===== config.mk =====
export PLATFORM = sky130hd
export DESIGN_NAME = multicycle_controller
export DESIGN_NICKNAME = d
export VERILOG_FILES = /design/src/rtl/rv_ctrl_pkg.sv /design/src/rtl/mem_watchdog.sv /design/src/rtl/multicycle_controller.sv
export SDC_FILE = /design/constraint.sdc
export NUM_CORES = 1
export LEC_CHECK = 0
export CAP_MARGIN = 15
export CORE_MARGIN = 5
export CORE_UTILIZATION = 45
export CTS_CLUSTER_DIAMETER = 30
export DETAILED_ROUTE_END_ITERATION = 8
export GPL_TIMING_DRIVEN = 0
export PLACE_DENSITY_LB_ADDON = 0.1
export SLEW_MARGIN = 20
export SYNTH_ARGS = -nofsm -noshare
export SYNTH_HDL_FRONTEND = slang
export SYNTH_HIERARCHICAL = 1
export SYNTH_SLANG_ARGS = --single-unit
export TNS_END_PERCENT = 20

===== constraint.sdc =====
create_clock -name clk -period 2.3 [get_ports clk]
set_input_delay 0.23 -clock clk [delete_from_list [all_inputs] [get_ports clk]]
set_output_delay 0.23 -clock clk [all_outputs]
set_load 0.03 [all_outputs]

===== src/rtl/rv_ctrl_pkg.sv =====
// Shared encodings for the multi-cycle RV32I control unit.
package rv_ctrl_pkg;

   // Opcode field values (instr[6:0])
   localparam logic [6:0] R_TYPE = 7'b0110011;
   localparam logic [6:0] I_TYPE = 7'b0010011;
   localparam logic [6:0] LW     = 7'b0000011;
   localparam logic [6:0] SW     = 7'b0100011;
   localparam logic [6:0] BR     = 7'b1100011;
   localparam logic [6:0] JAL    = 7'b1101111;
   localparam logic [6:0] JALR   = 7'b1100111;
   localparam logic [6:0] HALT   = 7'b1111111;
   localparam logic [6:0] LUI    = 7'b0110111;
   localparam logic [6:0] AUIPC  = 7'b0010111;

   // Controller states; the encoding is exported on state_dbg
   typedef enum logic [2:0] {
      StIdle   = 3'd0,
      StFetch  = 3'd1,
      StDecode = 3'd2,
      StExec   = 3'd3,
      StMem    = 3'd4,
      StWb     = 3'd5,
      StHalt   = 3'd6,
      StErr    = 3'd7
   } state_e;

   localparam logic [1:0] ALU_OP_ADD  = 2'b00;
   localparam logic [1:0] ALU_OP_BR   = 2'b01;
   localparam logic [1:0] ALU_OP_FUNC = 2'b10;
   localparam logic [1:0] ALU_OP_PASS = 2'b11;

   localparam logic [1:0] PC_SEL_PC4    = 2'b00;
   localparam logic [1:0] PC_SEL_TARGET = 2'b01;
   localparam logic [1:0] PC_SEL_ALU    = 2'b10;

   localparam logic [1:0] SRC_B_RS2  = 2'b00;
   localparam logic [1:0] SRC_B_IMM  = 2'b01;
   localparam logic [1:0] SRC_B_FOUR = 2'b10;

   // True for opcodes the controller can execute (HALT is handled separately)
   function automatic logic is_legal(input logic [6:0] op, input logic utype_en);
      case (op)
         R_TYPE, I_TYPE, LW, SW, BR, JAL, JALR: is_legal = 1'b1;
         LUI, AUIPC:                            is_legal = utype_en;
         default:                               is_legal = 1'b0;
      endcase
   endfunction

endpackage


===== src/rtl/mem_watchdog.sv =====
// Memory-wait watchdog: counts stalled cycles and flags a timeout.
module mem_watchdog #(
   parameter int unsigned WAIT_W = 4
) (
   input  logic clk,
   input  logic rst_n,
   input  logic active,   // controller is waiting on memory this cycle
   input  logic ready,    // memory completes this cycle
   input  logic clear,    // controller changes state this cycle
   output logic timeout
);

   localparam logic [WAIT_W-1:0] MAX_CNT = {WAIT_W{1'b1}};

   logic [WAIT_W-1:0] count_q, count_d;

   // Timeout fires on the stall that would bring the count to MAX_CNT; ready wins
   assign timeout = active && !ready && (count_q == (MAX_CNT - WAIT_W'(1)));

   // Next count: restart on ready, idle or state change, otherwise saturate upward
   always_comb begin
      count_d = count_q;
      if (!active || ready || clear) begin
         count_d = '0;
      end else if (count_q != MAX_CNT) begin
         count_d = count_q + WAIT_W'(1);
      end
   end

   // Counter register
   always_ff @(posedge clk or negedge rst_n) begin
      if (!rst_n) begin
         count_q <= '0;
      end else begin
         count_q <= count_d;
      end
   end

endmodule


===== src/rtl/multicycle_controller.sv =====
// Multi-cycle RV32I control FSM: FETCH/DECODE/EXEC/MEM/WB with memory watchdog.
module multicycle_controller
   import rv_ctrl_pkg::*;
#(
   parameter bit          MEM_HANDSHAKE = 1'b1,
   parameter bit          UTYPE_EN      = 1'b0,
   parameter int unsigned WAIT_W        = 4,
   parameter int unsigned CNT_W         = 32
) (
   input  logic             clk,
   input  logic             rst_n,
   input  logic [6:0]       instr_opcode,
   input  logic             mem_ready,
   output logic             pc_write,
   output logic             pc_write_cond,
   output logic [1:0]       pc_sel,
   output logic             ir_write,
   output logic             iord,
   output logic             mem_read,
   output logic             mem_write,
   output logic             mem_to_reg,
   output logic             reg_write,
   output logic             alu_src_a,
   output logic [1:0]       alu_src_b,
   output logic [1:0]       alu_op,
   output logic             halted,
   output logic             error,
   output logic [CNT_W-1:0] retired,
   output logic [2:0]       state_dbg
);

   state_e           state_q, state_d;
   logic [6:0]       opcode_q, opcode_d;
   logic [CNT_W-1:0] retired_q;
   logic             retire;
   logic             ready;
   logic             wd_active;
   logic             timeout;

   // Without a handshake, memory is treated as always completing in one cycle
   assign ready     = MEM_HANDSHAKE ? mem_ready : 1'b1;
   assign wd_active = MEM_HANDSHAKE && ((state_q == StFetch) || (state_q == StMem));

   mem_watchdog #(
      .WAIT_W (WAIT_W)
   ) u_mem_watchdog (
      .clk     (clk),
      .rst_n   (rst_n),
      .active  (wd_active),
      .ready   (ready),
      .clear   (state_d != state_q),
      .timeout (timeout)
   );

   // Next-state and Moore-style control decode from state plus latched opcode
   always_comb begin
      state_d       = state_q;
      opcode_d      = opcode_q;
      retire        = 1'b0;
      pc_write      = 1'b0;
      pc_write_cond = 1'b0;
      pc_sel        = PC_SEL_PC4;
      ir_write      = 1'b0;
      iord          = 1'b0;
      mem_read      = 1'b0;
      mem_write     = 1'b0;
      mem_to_reg    = 1'b0;
      reg_write     = 1'b0;
      alu_src_a     = 1'b0;
      alu_src_b     = SRC_B_RS2;
      alu_op        = ALU_OP_ADD;

      unique case (state_q)
         StIdle: state_d = StFetch;

         StFetch: begin
            mem_read = 1'b1;
            if (ready) begin
               ir_write = 1'b1;
               opcode_d = instr_opcode;
               state_d  = StDecode;
            end else if (timeout) begin
               state_d = StErr;
            end
         end

         StDecode: begin
            if (opcode_q == HALT) begin
               state_d = StHalt;
            end else if (is_legal(opcode_q, UTYPE_EN)) begin
               state_d = StExec;
            end else begin
               state_d = StErr;
            end
         end

         StExec: begin
            case (opcode_q)
               R_TYPE: begin
                  alu_src_b = SRC_B_RS2;
                  alu_op    = ALU_OP_FUNC;
                  state_d   = StWb;
               end
               I_TYPE: begin
                  alu_src_b = SRC_B_IMM;
                  alu_op    = ALU_OP_FUNC;
                  state_d   = StWb;
               end
               LW, SW: begin
                  alu_src_b = SRC_B_IMM;
                  alu_op    = ALU_OP_ADD;
                  state_d   = StMem;
               end
               BR: begin
                  alu_op        = ALU_OP_BR;
                  pc_write_cond = 1'b1;
                  pc_sel        = PC_SEL_TARGET;
                  retire        = 1'b1;
                  state_d       = StFetch;
               end
               JAL: begin
                  pc_write  = 1'b1;
                  pc_sel    = PC_SEL_TARGET;
                  reg_write = 1'b1;
                  retire    = 1'b1;
                  state_d   = StFetch;
               end
               JALR: begin
                  alu_src_b = SRC_B_IMM;
                  alu_op    = ALU_OP_FUNC;
                  pc_sel    = PC_SEL_ALU;
                  pc_write  = 1'b1;
                  reg_write = 1'b1;
                  retire    = 1'b1;
                  state_d   = StFetch;
               end
               LUI: begin
                  alu_op    = ALU_OP_PASS;
                  alu_src_b = SRC_B_IMM;
                  state_d   = StWb;
               end
               AUIPC: begin
                  alu_src_a = 1'b1;
                  alu_src_b = SRC_B_IMM;
                  alu_op    = ALU_OP_ADD;
                  state_d   = StWb;
               end
               default: state_d = StErr;
            endcase
         end

         StMem: begin
            iord      = 1'b1;
            mem_read  = (opcode_q == LW);
            mem_write = (opcode_q == SW);
            if (ready) begin
               if (opcode_q == LW) begin
                  state_d = StWb;
               end else begin
                  pc_write = 1'b1;
                  pc_sel   = PC_SEL_PC4;
                  retire   = 1'b1;
                  state_d  = StFetch;
               end
            end else if (timeout) begin
               state_d = StErr;
            end
         end

         StWb: begin
            reg_write  = 1'b1;
            mem_to_reg = (opcode_q == LW);
            pc_write   = 1'b1;
            pc_sel     = PC_SEL_PC4;
            retire     = 1'b1;
            state_d    = StFetch;
         end

         // HALT and ERR are terminal until reset; all strobes stay low
         StHalt:  state_d = StHalt;
         StErr:   state_d = StErr;
         default: state_d = StErr;
      endcase
   end

   // State, opcode latch and retired-instruction counter
   always_ff @(posedge clk or negedge rst_n) begin
      if (!rst_n) begin
         state_q   <= StIdle;
         opcode_q  <= '0;
         retired_q <= '0;
      end else begin
         state_q  <= state_d;
         opcode_q <= opcode_d;
         if (retire) begin
            retired_q <= retired_q + CNT_W'(1);
         end
      end
   end

   assign halted    = (state_q == StHalt);
   assign error     = (state_q == StErr);
   assign retired   = retired_q;
   assign state_dbg = state_q;

endmodule


==> impl_metrics.toml, run 1 <==
[synth]
synthCells = 279
yosysWarnings = 6
ys_ff_latch = 46
synth_enable_flop_cells = 0
yosys-top-cells-area = "dfrtp_1, xnor2_1, nand4_1"
async_flop_share_pct = 100
netlist_area_sq_um = 2690
yosysSeqAreaShare_pct = 42.8
yosys.area.top_type = "dfrtp_1"
ys.flop_type = "dfrtp_1"
synth_nets = 292
avgSynthCellArea_sq_um = 9.65
synth_top_area_share_pct = 42.8
yosysUniqueCellTypes = 48

[min_path]
holdCritPathClass = "in -> async"

[global_route]
grt_max_degree = 31
grt_pass1_vias = 2287
grt_overflow_total = 0
grt_pass1_wl_microns = 11100
grt_use_total_pct = 18.3
antenna_found_initial = 0

[outcome]
status = "finished with violations"
violations = "setup timing"

[place]
place_ws_ns = -0.356
dp_cells = 415
io_buffers = 60
post-dp-hpwl_microns = 4800
placed_area_sq_um = 3410
gp_congestion = 0.892

[flow_run]
max-cap-violations = 0

[setup_path]
cpMaxStageDelayCell = "or3b_4"
path_class = "reg -> reg"
worst_ep_arrival_time_ns = 2.56
worst_setup_path_end_kind = "flip-flop"
reg2regPathDepth = 12
startpoint_type = "flip-flop"
slowest_delay_ns = 0.45
critPathMaxFanout = 5
path_cells = "buf_8 > clkinvlp_4 > nand2_2 > a21oi_2 > nor3b_4 > nor3b_2 > o21ai_1 > a32o_2 > nor2_2 > o32ai_2 > or3b_4 > a211oi_2"
r2r_setup_slack_ns = -0.04
cp.required_ns = 2.52

[sta]
setup_violations = 2
fmax_mhz = 427
rsz0062_at_grt = "yes"
tns_ns = -0.0461
finalHoldViolations = 0
worst_pin_slew_ns = 0.533
min_period_over_period_pct = 102
slew_headroom_pct = 64.2
slew_viol_final = 0
clock_skew_ns = 0.00670
min_period_ns = 2.34
layout_setup_ws_ns = -0.0424

[route]
dr.pass1.iters = 4
via_per_inst = 5.64
drc = 0
via_count = 2463
totalWireLength_microns = 7200
drt_iter0_markers = 100
wire_per_inst_microns = 16.5
final_antenna_net_count = 0

[layout]
fillers = 497
final_util_pct = 63.2
stdcell_count = 437
antenna_cells = 0
design_area_sq_um = 3700
syn2layout_area_growth_pct = 37.5
drive_above_1_share_pct = 22.9
nets = 374

[floorplan]
die_area_sq_um = 7630
std_cell_rows = 28
start_util_pct = 46.0
core_area_sq_um = 5850
fp.dieH_microns = 87.3
fp.dieW_microns = 87.3
ioPinCount = 62

[pwr]
ir_worst_vdd_v = 0.000634
power_density_nw_per_um2 = 963
power.static_leakage_nw = 1.58

[cts]
cts_made_buffers = 5
cts.path.max_buffers = 2
root_buffer = "clkbuf_8"
cts.sinks = 46
cts_tree = "built"
clkLatencyLatePin_ns = 0.30
cts_max_level = 2
clkSlewWorstSetupHoldPaths_ns = 0.09
==> cell families (layout without fill, tap and decap cells) <==
group / after synthesis / after routing / share of synthesized area [%]
AOI/OAI and AO/OA: 36 / 36 / 9.44
buffers and inverters: 25 / 108 / 4.14
DFF: 46 / 46 / 42.8
and+or+nand+nor: 131 / 131 / 29.6
other: 1 / 1 / 0.139
adders and majority gates: 3 / 3 / 1.39
xor gates and xnor gates: 32 / 32 / 10.4
muxes: 5 / 5 / 2.09
==> Yosys cell counts, drive strengths merged, types with 5 or more instances <==
master,number
mux2,5
xnor2,24
o21ai,7
xor2,8
nand2,20
inv,10
nor2,14
clkbuf,8
nor4,7
nand4,16
nor2b,5
nor3,11
and4,5
dfrtp,46
buf,7
and3,11
nand3,16
a21oi,14
==> placed cells by master (no fill, tap or decap), types with 5 or more instances in the layout <==
| master | netlist | layout |
|---|---|---|
| nor2b_1 | 5 | 5 |
| and3_1 | 11 | 11 |
| nand2_1 | 20 | 19 |
| buf_4 | 1 | 15 |
| and4_1 | 5 | 5 |
| o21ai_0 | 7 | 6 |
| xnor2_1 | 24 | 24 |
| a21oi_1 | 14 | 13 |
| clkdlybuf4s50_1 | 0 | 45 |
| inv_1 | 10 | 9 |
| dfrtp_1 | 46 | 42 |
| buf_2 | 5 | 8 |
| mux2_2 | 5 | 5 |
| xor2_1 | 8 | 8 |
| nand3_1 | 16 | 15 |
| nand4_1 | 16 | 16 |
| nor3_1 | 8 | 7 |
| dlygate4sd2_1 | 0 | 8 |
| clkbuf_8 | 0 | 5 |
| nor2_1 | 14 | 13 |
| nor4_2 | 4 | 6 |
==> state kept, by name, indices dropped and copies added (netlist names) <==
| name | count |
|---|---|
| opcode_q | 7 |
| retired | 32 |
| u_mem_watchdog/count_q | 4 |
| state_dbg | 3 |
==> routing by layer <==
| layer | share of wire (%) | up-vias | track usage [%] | routed length (microns) |
|---|---|---|---|---|
| li1 | - | 1160 | - | - |
| met1 | 44 | 1223 | 24.4 | 3180 |
| met2 | 50 | 74 | 30.1 | 3600 |
| met3 | 4.9 | 6 | 3.22 | 351 |
| met4 | 0.97 | 0 | 5.86 | 70 |
| met5 | 0 | - | 0 | 0 |
==> critical path, delay by kind of cell, from the launching register on <==
family	cells	cell delay [ns]
AOI/OAI and AO/OA	5	0.65
and+or+nand+nor	5	0.99
buffers and inverters	2	0.22
DFF	1	0.42
==> repair_timing <==
item,in CTS,in global routing
resized for setup,25,44
setup buffers,0,15
pin swaps,0,7
hold buffers,1,0
setup endpoints to repair,17,34
hold endpoints to repair,16,0
==> report_power, final <==
group	internal (W)	total, W	switching [W]	leakage, nW
combinational	0.000830	0.00191	0.00108	0.948
clock	0.000215	0.000486	0.000270	0.0385
sequential	0.000958	0.00117	0.000209	0.591
total	0.00200	0.00356	0.00156	1.58
==> final timing paths <==
path / startpoint / endpoint
max: state_dbg[0] / u_mem_watchdog/count_q[3]
min: rst_n / retired[12]
max reg2reg: state_dbg[0] / u_mem_watchdog/count_q[3]
min reg2reg: retired[31] / retired[31]
max in group asynchronous: rst_n / opcode_q[2]
min in group clk: retired[31] / retired[31]
==> cell type report <==
class / instances / area [sq um] / share of cell area, %
inverters: 10 / 41.3 / 1.12
multi-input cells: 208 / 1530 / 41.3
well taps: 75 / 93.8 / 2.54
plain buffers: 13 / 90.1 / 2.43
repair buffers: 77 / 707 / 19.1
flip-flops and latches: 46 / 1160 / 31.2
clock buffers: 7 / 76.3 / 2.06
clock inverters: 1 / 7.51 / 0.203
==> per-stage QoR <==
step,hold slack (ns),total power [W]
floorplan,-0.0656,0.00223
global placement,0.468,0.00274
detailed placement,0.192,0.00276
CTS,0.398,0.00327
global route,0.449,0.00377
finish,0.409,0.00356
No activity file was read; power rests on OpenSTA's default activity.
==> run 2: changes to the inputs <==
TNS_END_PERCENT = unset   (was 20)
==> impl_metrics.toml, run 2 (synthesized netlist as in run 1, its figures left out) <==
[sta]
min_period_ns = 2.35
clock_skew_ns = 0.00696
tns_ns = -0.0495
slew_viol_final = 0
setup_violations = 1
layout_setup_ws_ns = -0.0495
worst_pin_slew_ns = 0.528
finalHoldWorstSlack_ns = 0.409
min_period_over_period_pct = 102
finalHoldViolations = 0
rsz0062_at_grt = "yes"
fmax_mhz = 426
slew_headroom_pct = 64.5

[setup_path]
worst_ep_arrival_time_ns = 2.57
worst_setup_path_end_kind = "flip-flop"
cp.required_ns = 2.52
path_class = "reg -> reg"
startpoint_type = "flip-flop"
critPathMaxFanout = 5

[place]
io_buffers = 60
place_ws_ns = -0.356
dp_cells = 415
gp_congestion = 0.892
post-dp-hpwl_microns = 4800

[global_route]
grt_max_degree = 31
grt_overflow_total = 0
antenna_found_initial = 0
grt_pass1_vias = 2287
grt_use_total_pct = 18.3
grt_pass1_wl_microns = 11100

[pwr]
power.static_leakage_nw = 1.58
power_frac_clock_pct = 13.7
power.sequential.fraction_pct = 32.7
ir_worst_vdd_v = 0.000634
power_density_nw_per_um2 = 959
power.net_switching_w = 0.00155
intPower_w = 0.00200
pwr-share-comb_pct = 53.7
p_sw_share_pct = 43.7

[flow_run]
max-cap-violations = 0

[route]
final_antenna_net_count = 0
via_per_inst = 5.67
wire_per_inst_microns = 16.2
drc = 0
drt_iter0_markers = 83
via_count = 2473
dr.pass1.iters = 4
totalWireLength_microns = 7060

[layout]
syn2layout_area_growth_pct = 37.5
drive_above_1_share_pct = 23.0
final_util_pct = 63.3
fillers = 497
stdcell_count = 436
antenna_cells = 0
layout_common_cells = "clkdlybuf4s50_1, dfrtp_1, xnor2_1"
nets = 373
layout_commonest_cell = "clkdlybuf4s50_1"
largest_register_ffs = 32

[cts]
clkSlewWorstSetupHoldPaths_ns = 0.09
cts_made_buffers = 5
cts_max_level = 2
cts_tree = "built"
cts.sinks = 46
root_buffer = "clkbuf_8"
cts.path.max_buffers = 2
clkLatencyLatePin_ns = 0.30

[floorplan]
start_util_pct = 46.0
std_cell_rows = 28
core_area_sq_um = 5850
ioPinCount = 62
fp.dieW_microns = 87.3
die_area_sq_um = 7630
fp.dieH_microns = 87.3

[min_path]
holdCritPathClass = "in -> async"

[outcome]
status = "finished with violations"
violations = "setup timing"
run 2: worst max-delay path, cell delays in order (launching register included):
cell        delay, ns
dfrtp_2          0.39
buf_6            0.13
clkinvlp_4       0.08
nand2_2          0.07
a21oi_2          0.07
nor3b_4          0.16
nor3b_2          0.19
o21ai_1          0.09
a32o_2           0.24
nor2_2           0.14
o32ai_2          0.08
or3b_4           0.45
a211oi_2         0.19
run 2: through the flow:
stage,cell area (sq um),total power (W)
after global placement,3390,0.00274
after floorplan,2700,0.00223
final,3700,0.00355
after detailed placement,3410,0.00276
after global routing,3700,0.00375
after CTS,3520,0.00328
run 2: worst paths after layout:
| kind | slack (ns) | endpoint | cells after the start | startpoint |
|---|---|---|---|---|
| max | -0.05 | u_mem_watchdog/count_q[3] | 12 | state_dbg[0] |
| min | 0.41 | retired[12] | 2 | rst_n |
| min in group clk | 0.48 | retired[31] | 1 | retired[31] |
| max in group asynchronous | 1.38 | opcode_q[2] | 3 | rst_n |
| min reg2reg | 0.48 | retired[31] | 1 | retired[31] |
| max reg2reg | -0.05 | u_mem_watchdog/count_q[3] | 12 | state_dbg[0] |
run 2: metal layers:
metal	routed length, microns	global-route usage (%)
met3	379	3.50
met4	91	5.86
met5	0	0
met2	3470	30.0
met1	3120	24.2
run 2: area by class of cell:
class / instances / area [sq um] / share of cell area (%)
Multi-Input combinational cell: 208 / 1540 / 41.6
Sequential cell: 46 / 1160 / 31.2
Buffer: 13 / 88.8 / 2.40
Timing Repair Buffer: 76 / 698 / 18.9
Inverter: 10 / 41.3 / 1.12
Clock inverter: 1 / 7.51 / 0.203
Clock buffer: 7 / 76.3 / 2.06
Tap cell: 75 / 93.8 / 2.54
run 2: what timing repair did:
item                                    CTS  global route
gates resized for setup                  27            44
pin swaps                                 0            10
hold buffers                              1             0
endpoints found under the setup margin   17            33
setup buffers                             1            13
hold endpoints to repair                 16             0
run 2: power by group through the flow:
| stage | registers (W) | clock network (W) | logic [W] |
|---|---|---|---|
| CTS | 0.00112 | 0.000506 | 0.00165 |
| global route | 0.00118 | 0.000540 | 0.00203 |
| global placement | 0.00114 | 0 | 0.00159 |
| detailed placement | 0.00115 | 0 | 0.00161 |
| floorplan | 0.00126 | 0 | 0.000964 |
| finish | 0.00116 | 0.000486 | 0.00191 |
==> run 3: changes to the inputs <==
CORE_MARGIN = unset   (was 5)
SYNTH_HIERARCHICAL = unset   (was 1)
==> impl_metrics.toml, run 3 <==
[outcome]
status = "finished, final reports clean"

[floorplan]
start_util_pct = 47.0
fp.dieH_microns = 78.1
fp.dieW_microns = 78.1
ioPinCount = 62
die_area_sq_um = 6100
core_area_sq_um = 5540
std_cell_rows = 27

[setup_path]
cp-startpoint = "state_dbg[2]"
r2r_end = "retired[28]"
reg2reg_from = "retired[5]"
path_class = "reg -> out"
crit_path_end = "alu_src_a"
cp.required_ns = 2.07
cpMaxStageDelayCell = "dfrtp_1"
worst_ep_arrival_time_ns = 2.00
r2r_setup_slack_ns = 0.23
critPathMaxFanout = 10
slowest_delay_ns = 0.42
worst_setup_path_end_kind = "primary output"
reg2regPathDepth = 5
path_cells = "clkbuf_4 > nand2b_4 > or3_4 > nor4b_2 > buf_4"
startpoint_type = "flip-flop"

[synth]
synth_enable_flop_cells = 0
ys.flop_type = "dfrtp_1"
yosys.area_share.simple_pct = 29.1
yosysUniqueCellTypes = 54
netlist_area_sq_um = 2600
synth_top_family_by_area = "simple AND/OR/NAND/NOR gates"
synth_top_area_share_pct = 44.2
synthAdderAreaFrac_pct = 1.44
avgSynthCellArea_sq_um = 10.0
yosysWarnings = 0
synth_nets = 273
yosysSeqAreaShare_pct = 44.2
ys_ff_latch = 46
synth.most_common_cell = "dfrtp_1"
synth_xor_area_share_pct = 10.8
async_flop_share_pct = 100
yosys.area.top_type = "dfrtp_1"
yosys-top-cells-area = "dfrtp_1, xor2_1, xnor2_1"
yosys-top-cells-count = "dfrtp_1, nor2_1, nand2_1, xor2_1, nor3_1"
muxShareOfSynthArea_pct = 3.41
synthCells = 260
synth_compound_area_share_pct = 8.21

[route]
via_per_inst = 5.31
drc = 0
wire_per_inst_microns = 14.0
final_antenna_net_count = 0
dr.pass1.iters = 4
via_count = 2125
drt_iter0_markers = 123
totalWireLength_microns = 5610

[cts]
clkLatencyLatePin_ns = 0.30
cts.path.max_buffers = 2
root_buffer = "clkbuf_8"
cts.sinks = 46
cts_max_level = 2
cts_setup_buffers = 0
clkSlewWorstSetupHoldPaths_ns = 0.09
cts_tree = "built"
cts_made_buffers = 5

[sta]
tns_ns = 0
rsz0062_at_grt = "yes"
finalHoldViolations = 0
setup_violations = 0
slew_viol_final = 0
clock_skew_ns = 0.0122
layout_setup_ws_ns = 0.0717
finalHoldWorstSlack_ns = 0.361
min_period_over_period_pct = 96.9
worst_pin_slew_ns = 0.636
slew_headroom_pct = 57.5
fmax_mhz = 449
min_period_ns = 2.23

[global_route]
grt_overflow_total = 0
grt_pass1_vias = 2064
grt_use_total_pct = 20.3
grt_max_degree = 33
grt_pass1_wl_microns = 9740
antenna_found_initial = 0

[layout]
syn2layout_area_growth_pct = 33.0
layout_commonest_cell = "clkdlybuf4s50_1"
nets = 340
antenna_cells = 0
stdcell_count = 400
drive_above_1_share_pct = 18.6
layout_common_cells = "clkdlybuf4s50_1, dfrtp_1, nor2_1"
largest_register_ffs = 32

[flow_run]
max-cap-violations = 0

[pwr]
power_w = 0.00164
pwr-share-comb_pct = 5.0
ir_worst_vdd_v = 0.000307
power.net_switching_w = 0.000323
power_frac_clock_pct = 44.6
power_density_nw_per_um2 = 473
power.sequential.fraction_pct = 50.4
p_sw_share_pct = 19.7
power.static_leakage_nw = 1.61
intPower_w = 0.00131

[place]
gp_congestion = 0.843
post-dp-hpwl_microns = 4140
place_ws_ns = -0.377
dp_cells = 393
io_buffers = 60

[min_path]
holdCritPathClass = "in -> async"
==> run 3: cell count changes in the layout (fill, tap and decap cells not counted), sizes merged, moves of 6 or more <==
cell | before | now
buf | 26 | 14
nor2 | 14 | 25
xnor2 | 24 | 13
xor2 | 8 | 19
nand4 | 16 | 8
nand3 | 16 | 9
nor3 | 11 | 18
and3 | 11 | 5
dlygate4sd2 | 8 | 2
==> run 3: final cells by class <==
type | instances | area [sq um]
multi-input cells | 199 | 1420
repair buffers | 62 | 584
clock buffers | 6 | 82.6
fillers | 513 | 2080
well taps | 72 | 90.1
flip-flops and latches | 46 | 1150
clock inverters | 2 | 60.1
inverters | 5 | 18.8
plain buffers | 8 | 51.3
==> run 3: logic make-up after synthesis <==
kind of cell,after synthesis
DFF,46
other,1
adders and majority gates,3
AOI/OAI and AO/OA,28
muxes,8
buffers and inverters,15
and+or+nand+nor,127
xor gates and xnor gates,32
==> run 3: power groups by stage <==
stage / Combinational [W] / Sequential [W] / Clock [W]
4_1_cts: 0.0000837 / 0.000825 / 0.000755
3_5_place_dp: 0.0000816 / 0.000841 / 0
6_report: 0.0000823 / 0.000825 / 0.000730
3_3_place_gp: 0.0000770 / 0.000841 / 0
2_1_floorplan: 0.0000398 / 0.000838 / 0
5_1_grt: 0.0000925 / 0.000827 / 0.000781
==> run 3: per-layer routing <==
| layer | up-vias | GRT usage (%) | routed length (microns) |
|---|---|---|---|
| li1 | 1054 | - | - |
| met1 | 1017 | 25.8 | 2470 |
| met2 | 50 | 34.5 | 2860 |
| met3 | 4 | 4.53 | 233 |
| met4 | 0 | 5.74 | 49 |
| met5 | - | 0 | 0 |
==> run 3: what timing repair did <==
| action | in CTS | in global routing |
|---|---|---|
| cloned | 0 | 0 |
| setup endpoints to repair | 16 | 11 |
| endpoints found under the hold margin | 14 | 0 |
| hold buffers | 1 | 0 |
| pin swaps | 0 | 1 |
| gates resized for setup | 56 | 16 |
==> run 3: how the worst min path moves through the flow <==
stage	start	to	cells past startpoint
after detailed placement	rst_n	retired[22]	1
after floorplan	rst_n	opcode_q[0]	0
final	rst_n	retired[15]	2
after global placement	retired[31]	retired[31]	1
after CTS	rst_n	retired[22]	2
after global routing	rst_n	retired[22]	2
==> run 3: per-stage QoR <==
step / utilization (%) / cell area [sq um]
2_1_floorplan: - / 2620
3_3_place_gp: 59.8 / 3310
3_5_place_dp: 60.1 / 3330
4_1_cts: 62.6 / 3470
5_1_grt: 62.5 / 3460
6_report: 62.5 / 3460
==> run 3: critical path, delay by kind of cell, from the launching register on <==
family / cells / cell delay (ns)
buf+inv: 2 / 0.40
flops: 1 / 0.42
simple gates: 3 / 0.88
